[src/rtl/alu_ctrl_seq_if.sv]
// ALU control sequencer request/response bundle.
// master: producer drives valid_in/alu_op/funct; slave: sequencer drives the rest.
interface alu_ctrl_seq_if #(
    parameter int SEL_W = 4
);
    logic             valid_in;
    logic [2:0]       alu_op;
    logic [5:0]       funct;
    logic             ready_out;
    logic [SEL_W-1:0] select;
    logic             valid_out;
    logic             illegal;
    logic             busy;
    logic             md_start;
    logic             md_done;

    modport master (
        output valid_in, alu_op, funct,
        input  ready_out, select, valid_out, illegal,
        input  busy, md_start, md_done
    );

    modport slave (
        input  valid_in, alu_op, funct,
        output ready_out, select, valid_out, illegal,
        output busy, md_start, md_done
    );
endinterface

[src/rtl/alu_ctrl_seq.sv]
// ALU control decode with mult/div occupancy sequencing.
// Ports: clk, rst (async, active-high), bus (alu_ctrl_seq_if.slave).
module alu_ctrl_seq #(
    parameter int SEL_W  = 4,
    parameter int MD_LAT = 32
) (
    input  logic          clk,
    input  logic          rst,
    alu_ctrl_seq_if.slave bus
);
    localparam int CNT_W = $clog2(MD_LAT + 1);
    localparam logic [CNT_W-1:0] CNT_LOAD = CNT_W'(MD_LAT - 1);

    typedef enum logic {
        IDLE,
        MULDIV
    } state_t;

    state_t           state_q;
    logic [CNT_W-1:0] cnt_q;
    logic [SEL_W-1:0] sel_q;
    logic             ill_q;
    logic             valid_q;
    logic             busy_q;
    logic             ready_q;
    logic             md_start_q;
    logic             md_done_q;

    logic [3:0]       code_d;
    logic [SEL_W-1:0] sel_d;
    logic             ill_d;
    logic             md_d;

    always_comb begin
        code_d = 4'd0;
        ill_d  = 1'b0;
        case (bus.alu_op)
            3'd0: code_d = 4'd0;
            3'd1: code_d = 4'd1;
            3'd3: code_d = 4'd2;
            3'd4: code_d = 4'd3;
            3'd5: code_d = 4'd6;
            3'd6: code_d = 4'd15;
            3'd2: begin
                case (bus.funct)
                    6'h20, 6'h21: code_d = 4'd0;
                    6'h22, 6'h23: code_d = 4'd1;
                    6'h24:        code_d = 4'd2;
                    6'h25:        code_d = 4'd3;
                    6'h00:        code_d = 4'd4;
                    6'h02:        code_d = 4'd5;
                    6'h2A:        code_d = 4'd6;
                    6'h26:        code_d = 4'd7;
                    6'h27:        code_d = 4'd8;
                    6'h03:        code_d = 4'd9;
                    6'h2B:        code_d = 4'd10;
                    6'h18:        code_d = 4'd11;
                    6'h19:        code_d = 4'd12;
                    6'h1A:        code_d = 4'd13;
                    6'h1B:        code_d = 4'd14;
                    default:      ill_d  = 1'b1;
                endcase
            end
            default: ill_d = 1'b1;
        endcase
    end

    assign sel_d = SEL_W'(code_d);
    // Codes 11..14 are mult/div; lui (15) is single-cycle.
    assign md_d  = !ill_d && (code_d >= 4'd11) && (code_d <= 4'd14);

    always_ff @(posedge clk or posedge rst) begin
        if (rst) begin
            state_q    <= IDLE;
            cnt_q      <= '0;
            sel_q      <= '0;
            ill_q      <= 1'b0;
            valid_q    <= 1'b0;
            busy_q     <= 1'b0;
            ready_q    <= 1'b1;
            md_start_q <= 1'b0;
            md_done_q  <= 1'b0;
        end else begin
            valid_q    <= 1'b0;
            md_start_q <= 1'b0;
            case (state_q)
                IDLE: begin
                    if (bus.valid_in) begin
                        valid_q <= 1'b1;
                        sel_q   <= sel_d;
                        ill_q   <= ill_d;
                        if (md_d) begin
                            state_q    <= MULDIV;
                            cnt_q      <= CNT_LOAD;
                            busy_q     <= 1'b1;
                            ready_q    <= 1'b0;
                            md_start_q <= 1'b1;
                        end
                    end
                end
                MULDIV: begin
                    // md_done is registered off cnt==1, so it lands in
                    // the last busy cycle and busy spans MD_LAT cycles.
                    if (md_done_q) begin
                        state_q   <= IDLE;
                        cnt_q     <= '0;
                        busy_q    <= 1'b0;
                        ready_q   <= 1'b1;
                        md_done_q <= 1'b0;
                    end else begin
                        if (cnt_q != '0) cnt_q <= cnt_q - 1'b1;
                        md_done_q <= (cnt_q == CNT_W'(1));
                    end
                end
                default: state_q <= IDLE;
            endcase
        end
    end

    assign bus.ready_out = ready_q;
    assign bus.select    = sel_q;
    assign bus.valid_out = valid_q;
    assign bus.illegal   = ill_q;
    assign bus.busy      = busy_q;
    assign bus.md_start  = md_start_q;
    assign bus.md_done   = md_done_q;
endmodule

[src/flat_wrapper.sv]
// flat-port wrapper written by rule: the top's interface ports become plain ports
module alu_ctrl_seq_flat 
#(
    parameter int SEL_W  = 4,
    parameter int MD_LAT = 32
)
  (clk, rst, bus_valid_in, bus_alu_op, bus_funct, bus_ready_out, bus_select, bus_valid_out, bus_illegal, bus_busy, bus_md_start, bus_md_done);
  alu_ctrl_seq_if #(.SEL_W(SEL_W)) bus_i ();
  input  logic clk;
  input  logic rst;
  input wire logic [$bits(bus_i.valid_in)-1:0] bus_valid_in;
  input wire logic [$bits(bus_i.alu_op)-1:0] bus_alu_op;
  input wire logic [$bits(bus_i.funct)-1:0] bus_funct;
  output wire logic [$bits(bus_i.ready_out)-1:0] bus_ready_out;
  output wire logic [$bits(bus_i.select)-1:0] bus_select;
  output wire logic [$bits(bus_i.valid_out)-1:0] bus_valid_out;
  output wire logic [$bits(bus_i.illegal)-1:0] bus_illegal;
  output wire logic [$bits(bus_i.busy)-1:0] bus_busy;
  output wire logic [$bits(bus_i.md_start)-1:0] bus_md_start;
  output wire logic [$bits(bus_i.md_done)-1:0] bus_md_done;
  assign bus_i.valid_in = bus_valid_in;
  assign bus_i.alu_op = bus_alu_op;
  assign bus_i.funct = bus_funct;
  assign bus_ready_out = bus_i.ready_out;
  assign bus_select = bus_i.select;
  assign bus_valid_out = bus_i.valid_out;
  assign bus_illegal = bus_i.illegal;
  assign bus_busy = bus_i.busy;
  assign bus_md_start = bus_i.md_start;
  assign bus_md_done = bus_i.md_done;
  alu_ctrl_seq #(.SEL_W(SEL_W), .MD_LAT(MD_LAT)) u_core (.clk(clk), .rst(rst), .bus(bus_i));
endmodule
[config.mk]
export PLATFORM = sky130hd
export DESIGN_NAME = alu_ctrl_seq_flat
export DESIGN_NICKNAME = d
export VERILOG_FILES = /design/src/rtl/alu_ctrl_seq_if.sv /design/src/rtl/alu_ctrl_seq.sv /design/src/flat_wrapper.sv
export SDC_FILE = /design/constraint.sdc
export NUM_CORES = 1
export LEC_CHECK = 0
export CORE_ASPECT_RATIO = 1.75
export CORE_MARGIN = 5
export CORE_UTILIZATION = 49
export DETAILED_ROUTE_END_ITERATION = 6
export GPL_ROUTABILITY_DRIVEN = 0
export GPL_TIMING_DRIVEN = 0
export PLACE_DENSITY = 0.8
export SYNTH_ARGS = -nofsm -noshare
export SYNTH_HDL_FRONTEND = slang
export SYNTH_SLANG_ARGS = --single-unit
[constraint.sdc]
create_clock -name clk -period 4 [get_ports clk]
set_clock_uncertainty 0.2 [all_clocks]
set_input_delay 0.6 -clock clk [delete_from_list [all_inputs] [get_ports clk]]
set_output_delay 0.6 -clock clk [all_outputs]
set_load 0.005 [all_outputs]
==> results of run 1 <==
-- path summary, 6_finish.rpt --
kind,start,endpoint
max,bus_funct[4],u_core.bus.select[2]$_DFFE_PP0P_
min,u_core.bus.select[3]$_DFFE_PP0P_,u_core.bus.select[3]$_DFFE_PP0P_
max in group asynchronous,rst,u_core.cnt_q[2]$_DFFE_PP0P_
min reg2reg,u_core.bus.select[3]$_DFFE_PP0P_,u_core.bus.select[3]$_DFFE_PP0P_
min in group asynchronous,rst,u_core.cnt_q[3]$_DFFE_PP0P_
max reg2reg,u_core.state_q$_DFF_PP0_,u_core.bus.select[0]$_DFFE_PP0P_
-- per-layer routing --
layer	vias up	global-route usage	wire [µm]	share of wire
li1	512	-	-	-
met1	508	0.1835	946	0.38
met2	27	0.3083	1425	0.57
met3	6	0.007407	76	0.030
met4	0	0.1013	69	0.027
met5	-	0	0	0
-- area by class of cell --
class                           instances  share of cell area
Clock buffer                            3             0.03058
Multi-Input combinational cell         98              0.4449
Clock inverter                          1            0.003707
Sequential cell                        17              0.3160
Timing Repair Buffer                   16              0.1186
Buffer                                 10             0.04078
Inverter                                8             0.02224
Tap cell                               25             0.02317
-- cells in the mapped netlist (4+ instances only) --
library cell  count  area share
inv_1             8       0.027
nand3b_1          4       0.027
dfrtp_1          16        0.36
nand2_1          10       0.034
buf_2             5       0.022
a21oi_1          10       0.045
o21ai_1           7       0.031
nand3_1           5       0.022
o21ai_0           7       0.031
nor2_1           16       0.054
-- critical path: cells and delay by family --
family | cells | cell delay [ns]
buf+inv | 2 | 0.84
compound gates | 2 | 0.54
simple gates | 1 | 0.10
-- through the flow --
stage,util,cell area (µm²),cells
after floorplan,-,1112,133
after detailed placement,0.5808,1304,174
final,0.6014,1350,178
after global placement,0.5808,1304,174
after CTS,0.6014,1350,178
after global routing,0.6014,1350,178
-- cells by family after synthesis --
family / after synthesis / synth area share
DFF: 17 / 0.3836
AOI/OAI and AO/OA: 38 / 0.2205
and+or+nand+nor: 54 / 0.2598
xor gates and xnor gates: 2 / 0.01575
muxes: 1 / 0.01012
buffers and inverters: 18 / 0.07649
adders and majority gates: 3 / 0.03375
-- state kept, by name (all words and copies together), names as in the netlist --
register,cells
u_core.bus.md_start,1
u_core.bus.illegal,1
u_core.state_q,1
u_core.cnt_q,6
u_core.bus.md_done,1
u_core.bus.valid_out,1
u_core.bus.select,4
u_core.bus.ready_out,1
u_core.bus.busy,1
-- power by group through the flow --
stage                     combinational (mW)  sequential [mW]  clock [mW]
after floorplan                        0.108            0.226           0
after global placement                 0.157            0.228           0
after detailed placement               0.161            0.230           0
after CTS                              0.163            0.227       0.131
after global routing                   0.185            0.233       0.135
final                                  0.161            0.228       0.128
==> metrics.md, run 1 <==
| Metric | Value |
|---|---|
| Share of total power in combinational logic | 0.312 |
| Syn Area/Cell | 8.363 µm² |
| CORE AREA | 2245 µm² |
| Fraction of power consumed by sequential logic | 0.440 |
| Highest net fanout along the worst path | 10 |
| Clock period minus final worst setup slack | 2.170 ns |
| Largest stage delay on the critical path | 0.50 ns |
| Logic depth of the worst register-to-register path | 5 |
| Filler cell count | 207 |
| Critical path type | in -> reg |
| Number of clock buffers inserted by TritonCTS | 3 |
| Min setup slack post-route | 1.830 ns |
| Initial core utilization | 0.4955 |
| Kind of start point of the critical path | primary input |
| Max clock buf depth | 2 |
| Number of diodes added for antenna fixing | 0 |
| Kind of end point of the critical path | flip-flop |
| Power share of the clock group | 0.248 |
| Count of flip-flops with a built-in enable after synthesis | 0 |
| CP arrival | 2.09 ns |
| Proportion of total power due to net switching | 0.3290 |
| Minimum setup slack among reg-to-reg paths | 2.26 ns |
| I/O pin cnt | 22 |
| Top FF cell, synth | dfrtp_1 |
| Estimated wirelength of the detail-placed design | 1.966 mm |
| Average wire length per cell after detail routing | 14.14 µm |
| Number of resized instances in the post-cts repair step | 0 |
| Number of detailed-routing iterations run before antenna repair | 4 |
| Die Height | 73.03 µm |
| Switching power | 170.2 µW |
| Final period util | 0.5424 |
| Via count of the first global-routing pass | 1050 |
| Number of library cell types mapped by synthesis | 40 |
| Post-Route Setup TNS | 0 ns |
| Post-Syn Nets | 148 |
| Port Buf Inserts | 16 |
| Fraction of registers with async set/reset | 1.000 |
| Number of violations of the max-capacitance limit | 0 |
| Worst Path Required | 3.92 ns |
| Layout cells sized above 1 | 0.09804 |
| Setup repair after global routing missed its margin | no |
| Level count of the clock H-tree | 1 |
| Part of the Yosys area used for sequential elements | 0.3836 |
| Residual DRC count | 0 |
| Cell count of the worst hold path | 2 |
| Synthesis-to-finish area growth | 21.37% |
| Hold/Removal Path Class | reg -> reg |
| First-iteration detailed-routing DRC count | 17 |
| Max Slew Vio Count | 0 |
| Gate count after technology mapping | 133 |
| Clock transition at the register clock pins on the worst setup and hold paths after CTS | 0.06 ns |
| Number of nets still failing antenna checks after routing | 0 |
| Via count of the routed design | 1053 |
| Number of vias per cell | 5.916 |
| Cells along the critical path | clkdlybuf4s50_1 > clkbuf_1 > nor4_1 > o41ai_1 > a31oi_1 |
| Largest net degree at the start of global routing | 18 |
| Slowest-stage cell, CP | clkdlybuf4s50_1 |
| Cell at the root of the clock tree | clkbuf_8 |
| Sinks on the clock net | 17 |
| Count of buffers added by post-CTS timing repair for setup | 0 |
| Highest-count cells in the layout ignoring fill and taps | 16 x nor2_1, 16 x clkdlybuf4s50_1, 16 x dfrtp_1, 10 x a21oi_1, 10 x nand2_1 |
| Clk Latency, worst-skew pair | 0.25 ns |
| Rows | 23 |
| Highest clock rate | 0.4609 GHz |
| Synthesis Warnings | 0 |
| Final Routed Wirelength | 2.517 mm |
| Slew @ Worst Pin | 0.6264 ns |
| Number of register bits inferred by synthesis | 17 |
| Reported leakage power | 0.5553 nW |
| Global routing usage summed across all routing layers | 0.1709 |
| Total congestion overflow after global routing | 0 |
| Number of antenna violations at the first check in global routing | 0 |
| Clock tree from TritonCTS | done |
| Area of the multi-input gates | 600.6 µm² |
| Final hold slack | 0.2806 ns |
| Netlist Area Pre-Place | 1112 µm² |
| Die X-Extent | 46.02 µm |
| Final setup violation count | 0 |
| Final hold violations | 0 |
| Post-place setup slack | 1.565 ns |
| Total power after layout | 517.1 µW |
| Worst ir drop on vdd | 0.0002140 V |
| Worst-case headroom to the max-slew limit | 0.5819 |
| Full die area | 3360 µm² |
| Run status | completed |
| Wire length of the first global-routing pass | 4.333 mm |
| Cell internal power dissipation | 347.0 µW |
| Power density relative to cell area | 383.1 nW/µm² |
| Register cell area after layout | 426.7 µm² |
| Fin nets | 169 |
| Hold Buf Count CTS | 0 |
No activity file was read; power rests on OpenSTA's default activity.
==> run 2: changes to the inputs <==
--- a/config.mk
+++ b/config.mk
@@ -7,11 +7,11 @@
 export LEC_CHECK = 0
 export CORE_ASPECT_RATIO = 1.75
 export CORE_MARGIN = 5
-export CORE_UTILIZATION = 49
+export CORE_UTILIZATION = 45
 export DETAILED_ROUTE_END_ITERATION = 6
 export GPL_ROUTABILITY_DRIVEN = 0
 export GPL_TIMING_DRIVEN = 0
-export PLACE_DENSITY = 0.8
+export PLACE_DENSITY = 0.78
 export SYNTH_ARGS = -nofsm -noshare
 export SYNTH_HDL_FRONTEND = slang
 export SYNTH_SLANG_ARGS = --single-unit
==> constraint.sdc (replaced) <==
create_clock -name clk -period 1.76 [get_ports clk]
set_clock_uncertainty 0.2 [all_clocks]
set_input_delay 0.264 -clock clk [delete_from_list [all_inputs] [get_ports clk]]
set_output_delay 0.264 -clock clk [all_outputs]
set_load 0.005 [all_outputs]
==> run 2 against run 1 <==
Compared with the run above: total power increased by 130%; register-to-register slack got worse by 2.2 ns; sequential power increased by 130%; setup slack got worse by 1.8 ns; clock power increased by 130%; die area increased by 7.3%; combinational power increased by 130%; final cell count increased by 0.56%; clock-buffer cell count increased by 1; critical path depth increased by 1; first-iteration DRC count increased to 2.6 times the previous value; routed wire length increased by 1.2%; largest cell class unchanged.
==> metrics.md, run 2 (synthesis results as in run 1) <==
| Metric | Value |
|---|---|
| Run status | completed (unchanged) |
| Clock tree from TritonCTS | done (unchanged) |
| Via count of the routed design | 1048 (was 1053) |
| Leading cell type in the layout, fill and taps excluded | dfrtp_1 |
| Origin of the critical flop-to-flop path | u_core.cnt_q[0]$_DFFE_PP0P_ (was u_core.state_q$_DFF_PP0_) |
| Highest clock rate | 0.5941 GHz |
| Largest net degree at the start of global routing | 18 (unchanged) |
| Max clock buf depth | 2 (unchanged) |
| Total power after layout | 1.186 mW (was 517.1 µW) |
| Cell at the root of the clock tree | clkbuf_8 (unchanged) |
| Die X-Extent | 47.58 µm (was 46.02 µm) |
| Average wire length per cell after detail routing | 14.22 µm (was 14.14 µm) |
| Global routing usage summed across all routing layers | 0.1631 (was 0.1709) |
| Port Buf Inserts | 16 (unchanged) |
| Final Routed Wirelength | 2.546 mm (was 2.517 mm) |
| WL met1 | 940 µm (was 946 µm) |
| Power density relative to cell area | 849.3 nW/µm² (was 383.1 nW/µm²) |
| Post-layout instance area | 1396 µm² (was 1350 µm²) |
| Slew @ Worst Pin | 0.6462 ns (was 0.6264 ns) |
| Layout cells sized above 1 | 0.1373 (was 0.09804) |
| Final period util | 0.9564 |
| Kind of start point of the critical path | primary input (unchanged) |
| CP arrival | 1.60 ns (was 2.09 ns) |
| Top routing layer in use | met4 (unchanged) |
| Logic depth of the worst register-to-register path | 5 (unchanged) |
| Number of diodes added for antenna fixing | 0 (unchanged) |
| Worst ir drop on vdd | 0.0004470 V (was 0.0002140 V) |
| Critical path type | in -> reg (unchanged) |
| Estimated wirelength of the detail-placed design | 2.033 mm (was 1.966 mm) |
| Number of vias per cell | 5.855 (was 5.916) |
| Biggest register | u_core.cnt_q (unchanged) |
| Minimum setup slack among reg-to-reg paths | 0.10 ns (was 2.26 ns) |
| Total congestion overflow after global routing | 0 (unchanged) |
| Fin nets | 169 (unchanged) |
| Highest net fanout along the worst path | 10 (unchanged) |
| Rows | 24 (was 23) |
| Number of detailed-routing iterations run before antenna repair | 4 (unchanged) |
| Highest-count cells in the layout ignoring fill and taps | 16 x dfrtp_1, 15 x nor2_1, 13 x clkdlybuf4s50_1, 10 x a21oi_1, 10 x nand2_1 (was 16 x nor2_1, 16 x clkdlybuf4s50_1, 16 x dfrtp_1, 10 x a21oi_1, 10 x nand2_1) |
| Cell area after placement | 1305 µm² (was 1304 µm²) |
| Final setup violation count | 0 (unchanged) |
| I/O pin cnt | 22 (unchanged) |
| Final hold slack | 0.1469 ns (was 0.2806 ns) |
| Max Slew Vio Count | 0 (unchanged) |
| Synthesis-to-finish area growth | 25.53% (was 21.37%) |
| Via count of the first global-routing pass | 1041 (was 1050) |
| Final hold violations | 0 (unchanged) |
| Clock transition at the register clock pins on the worst setup and hold paths after CTS | 0.07 ns (was 0.06 ns) |
| Largest register FFs | 6 (unchanged) |
| Hold/Removal Path Class | in -> reg (was reg -> reg) |
| Critical R2R Capture | u_core.cnt_q[5]$_DFFE_PP0P_ (was u_core.bus.select[0]$_DFFE_PP0P_) |
| Residual DRC count | 0 (unchanged) |
| Sum of met2 wire segment lengths after detailed routing | 1.417 mm (was 1.425 mm) |
| Wire length of the first global-routing pass | 4.264 mm (was 4.333 mm) |
| Worst Path Required | 1.68 ns (was 3.92 ns) |
| Full die area | 3605 µm² (was 3360 µm²) |
| Hold Buf Count CTS | 0 (unchanged) |
| Clk Latency, worst-skew pair | 0.25 ns (about the same) |
| Number of violations of the max-capacitance limit | 0 (unchanged) |
| CORE AREA | 2432 µm² (was 2245 µm²) |
| Sinks on the clock net | 17 (unchanged) |
| Setup repair after global routing missed its margin | no (unchanged) |
| Filler cell count | 227 (was 207) |
| Clock period minus final worst setup slack | 1.683 ns |
| Number of antenna violations at the first check in global routing | 0 (unchanged) |
| Worst-case headroom to the max-slew limit | 0.5687 (was 0.5819) |
| Die Height | 75.77 µm (was 73.03 µm) |
| Beginning of the critical path | bus_funct[2] (was bus_funct[4]) |
| Kind of end point of the critical path | flip-flop (unchanged) |
| First-iteration detailed-routing DRC count | 45 (was 17) |
| Initial core utilization | 0.4573 (was 0.4955) |
| Level count of the clock H-tree | 1 (unchanged) |
| Number of clock buffers inserted by TritonCTS | 3 (unchanged) |
| Routed wire length on met3 | 85 µm (was 76 µm) |
| Number of nets still failing antenna checks after routing | 0 (unchanged) |
| Timing endpoint of the critical path | u_core.bus.select[2]$_DFFE_PP0P_ (unchanged) |
| Reported leakage power | 0.5872 nW (was 0.5553 nW) |
-- run 2: worst min-delay path by stage --
| stage | startpoint | to | slack (ns) | cells after the start |
|---|---|---|---|---|
| 2_1_floorplan | rst | u_core.bus.busy$_DFFE_PP0P_ | -0.01 | 1 |
| 3_3_place_gp | u_core.bus.select[3]$_DFFE_PP0P_ | u_core.bus.select[3]$_DFFE_PP0P_ | 0.26 | 2 |
| 3_5_place_dp | u_core.bus.select[3]$_DFFE_PP0P_ | u_core.bus.select[3]$_DFFE_PP0P_ | 0.26 | 2 |
| 4_1_cts | bus_funct[3] | u_core.bus.select[1]$_DFFE_PP0P_ | 0.14 | 3 |
| 5_1_grt | bus_funct[3] | u_core.bus.select[1]$_DFFE_PP0P_ | 0.20 | 3 |
| 6_report | bus_funct[3] | u_core.bus.select[1]$_DFFE_PP0P_ | 0.15 | 3 |
-- run 2: layout make-up --
type                       count  area [µm²]  area share
sequential                    17       426.7      0.3056
tap                           26       32.53     0.02330
buffer                         9       52.55     0.03763
inverter                       8       30.03     0.02151
clock buffer                   4       45.04     0.03226
timing repair buffer          17       171.4      0.1228
multi-input combinational     98       638.1      0.4570
-- run 2: metal layers --
layer  global-route usage  up-vias
met4               0.1018        0
met2               0.3149       23
met1               0.1536      505
li1                     -      511
met5                    0        -
met3             0.009456        9
-- run 2: through the flow --
stage | worst slack, ns | setup TNS, ns | std cells | util
3_3_place_gp | -0.3212 | -2.785 | 175 | 0.5365
5_1_grt | 0.003997 | 0 | 179 | 0.5741
4_1_cts | 0.01082 | 0 | 179 | 0.5586
2_1_floorplan | 0.1798 | 0 | 133 | -
6_report | 0.07670 | 0 | 179 | 0.5741
3_5_place_dp | -0.3278 | -3.010 | 175 | 0.5365
-- run 2: timing repair --
| action | 4_1_cts | 5_1_grt |
|---|---|---|
| pin swaps | 0 | 2 |
| setup endpoints to repair | 8 | 8 |
| resized for setup | 4 | 7 |
| setup buffers | 0 | 1 |
-- run 2: report_power, final --
| part | internal (mW) | total (mW) | switching, mW |
|---|---|---|---|
| Sequential | 0.461 | 0.526 | 0.0654 |
| Clock | 0.161 | 0.289 | 0.128 |
| Combinational | 0.174 | 0.371 | 0.197 |
| Total | 0.795 | 1.19 | 0.391 |
-- run 2: worst max-delay path, cell delays in order --
cell	delay (ns)
clkdlybuf4s50_1	0.46
buf_2	0.20
nand4b_1	0.15
nor2_1	0.07
o41ai_2	0.32
a31oi_1	0.13
==> run 3: changes to the inputs <==
--- a/config.mk
+++ b/config.mk
@@ -5,7 +5,6 @@
 export SDC_FILE = /design/constraint.sdc
 export NUM_CORES = 1
 export LEC_CHECK = 0
-export CORE_ASPECT_RATIO = 1.75
 export CORE_MARGIN = 5
 export CORE_UTILIZATION = 45
 export DETAILED_ROUTE_END_ITERATION = 6
==> run 3 against run 2 <==
Compared with the run above: hold slack worse by 0.018 ns; clock-buffer cell count stayed put; sequential cell count stayed put; cell area is 1.3% lower; global-route usage is 0.45 points lower; critical path type unchanged; largest power group unchanged.
==> metrics.md, run 3 (synthesis results as in run 1) <==
| Metric | Value |
|---|---|
| Max clock buf depth | 2 (unchanged) |
| First-iteration detailed-routing DRC count | 31 (was 45) |
| Number of diodes added for antenna fixing | 0 (unchanged) |
| Global routing usage summed across all routing layers | 0.1586 (was 0.1631) |
| Critical path type | in -> reg (unchanged) |
| Highest net fanout along the worst path | 10 (unchanged) |
| Full die area | 3566 µm² (was 3605 µm²) |
| Clock transition at the register clock pins on the worst setup and hold paths after CTS | 0.09 ns (was 0.07 ns) |
| Post-Route Setup TNS | 0 ns (unchanged) |
| Clock tree from TritonCTS | done (unchanged) |
| Via count of the first global-routing pass | 1047 (was 1041) |
| Final setup violation count | 0 (unchanged) |
| Post-place setup slack | -0.3254 ns (was -0.3278 ns) |
| Max Slew Vio Count | 0 (unchanged) |
| Number of clock buffers inserted by TritonCTS | 3 (unchanged) |
| Leading cell type in the layout, fill and taps excluded | nor2_1 (was dfrtp_1) |
| Run status | completed (unchanged) |
| Hold/Removal Path Class | in -> reg (unchanged) |
| Clock period minus final worst setup slack | 1.680 ns (was 1.683 ns) |
| Highest clock rate | 0.5951 GHz (was 0.5941 GHz) |
| Highest-count cells in the layout ignoring fill and taps | 16 x nor2_1, 15 x clkdlybuf4s50_1, 15 x dfrtp_1, 10 x a21oi_1, 10 x nand2_1 (was 16 x dfrtp_1, 15 x nor2_1, 13 x clkdlybuf4s50_1, 10 x a21oi_1, 10 x nand2_1) |
| Worst Path Required | 1.73 ns (was 1.68 ns) |
| CORE AREA | 2410 µm² (was 2432 µm²) |
| Number of detailed-routing iterations run before antenna repair | 4 (unchanged) |
| Layout cells sized above 1 | 0.1558 (was 0.1373) |
| Rows | 18 (was 24) |
| Power density relative to cell area | 812.1 nW/µm² (was 849.3 nW/µm²) |
| Die X-Extent | 59.72 µm (was 47.58 µm) |
| Final hold violations | 0 (unchanged) |
| Largest net degree at the start of global routing | 18 (unchanged) |
| Average wire length per cell after detail routing | 13.98 µm (was 14.22 µm) |
| Setup repair after global routing missed its margin | yes (was no) |
| Worst-case headroom to the max-slew limit | 0.5698 (was 0.5687) |
| Kind of end point of the critical path | flip-flop (unchanged) |
| Fin nets | 170 (was 169) |
| Number of antenna violations at the first check in global routing | 0 (unchanged) |
| Total congestion overflow after global routing | 0 (unchanged) |
| Final hold slack | 0.1285 ns (was 0.1469 ns) |
| Level count of the clock H-tree | 1 (unchanged) |
| Synthesis-to-finish area growth | 23.85% (was 25.53%) |
| Area of the multi-input gates | 629.4 µm² (was 638.1 µm²) |
| Die Height | 59.72 µm (was 75.77 µm) |
| CP arrival | 1.65 ns (was 1.60 ns) |
| Cell at the root of the clock tree | clkbuf_4 (was clkbuf_8) |
| Via count of the routed design | 1067 (was 1048) |
| Largest register FFs | 6 (unchanged) |
| Clk Latency, worst-skew pair | 0.29 ns (was 0.25 ns) |
| Filler cell count | 212 (was 227) |
| Port Buf Inserts | 16 (unchanged) |
| Biggest register | u_core.cnt_q (unchanged) |
| Residual DRC count | 0 (unchanged) |
| Final period util | 0.9547 (was 0.9564) |
| Min setup slack post-route | 0.07964 ns (was 0.07670 ns) |
| Number of vias per cell | 5.799 (was 5.855) |
| Worst ir drop on vdd | 0.0005735 V (was 0.0004470 V) |
| Register cell area after layout | 427.9 µm² (was 426.7 µm²) |
| Final Routed Wirelength | 2.572 mm (was 2.546 mm) |
| Estimated wirelength of the detail-placed design | 1.889 mm (was 2.033 mm) |
| Kind of start point of the critical path | primary input (unchanged) |
| Reported leakage power | 0.5618 nW (was 0.5872 nW) |
| I/O pin cnt | 22 (unchanged) |
| Number of nets still failing antenna checks after routing | 0 (unchanged) |
| Number of violations of the max-capacitance limit | 0 (unchanged) |
| Sinks on the clock net | 17 (unchanged) |
| Initial core utilization | 0.4616 (was 0.4573) |
| Slew @ Worst Pin | 0.6446 ns (was 0.6462 ns) |
| Wire length of the first global-routing pass | 4.429 mm (was 4.264 mm) |
[run 3: timing repair]
action                                  in CTS  in global routing
gates resized for setup                      3                  7
endpoints found under the setup margin       3                  9
pin swaps                                    0                  1
setup buffers                                1                  1
hold buffers                                 0                  0
[run 3: path summary, 6_finish.rpt]
check / slack, ns / cells after the start / from / endpoint
setup / recovery: 0.08 / 6 / bus_funct[2] / u_core.bus.select[2]$_DFFE_PP0P_
hold / removal: 0.13 / 3 / bus_funct[3] / u_core.bus.select[1]$_DFFE_PP0P_
setup reg to reg: 0.09 / 5 / u_core.cnt_q[0]$_DFFE_PP0P_ / u_core.cnt_q[5]$_DFFE_PP0P_
hold reg to reg: 0.28 / 2 / u_core.bus.select[3]$_DFFE_PP0P_ / u_core.bus.select[3]$_DFFE_PP0P_
max in group asynchronous: 0.76 / 2 / rst / u_core.state_q$_DFF_PP0_
min in group asynchronous: 0.15 / 2 / rst / u_core.cnt_q[3]$_DFFE_PP0P_
[run 3: layout make-up]
cell class / count / area share
multi-input combinational: 98 / 0.4569
sequential: 17 / 0.3106
timing repair buffer: 18 / 0.1262
buffer: 9 / 0.03815
tap: 30 / 0.02725
inverter: 8 / 0.02180
clock buffer: 4 / 0.01907
[run 3: stage by stage]
stage / util / std cells / total power, mW / instance area, µm²
after floorplan: - / 133 / 0.7571 / 1112
final: 0.5717 / 184 / 1.119 / 1378
after detailed placement: 0.5436 / 179 / 0.8843 / 1310
after CTS: 0.5597 / 184 / 1.099 / 1349
after global placement: 0.5436 / 179 / 0.8706 / 1310
after global routing: 0.5717 / 184 / 1.210 / 1378
[run 3: per-layer routing]
layer | GRT usage | vias to the layer above | wire length [µm]
met5 | 0 | - | 0
met4 | 0.04747 | 0 | 23
met3 | 0.04752 | 4 | 137
met2 | 0.2608 | 31 | 1306
met1 | 0.1997 | 512 | 1105
li1 | - | 520 | -
[run 3: power by group]
| group | internal (mW) | total [mW] | switching (mW) |
|---|---|---|---|
| Combinational | 0.188 | 0.387 | 0.199 |
| Clock | 0.0881 | 0.210 | 0.122 |
| Sequential | 0.461 | 0.523 | 0.0619 |
[run 3: worst max-delay path: stages]
cell and delay (ns):
clkdlybuf4s50_1 0.47, buf_2 0.20, nand4b_1 0.17, nor2_1 0.08, o41ai_2 0.34, a31oi_1 0.13
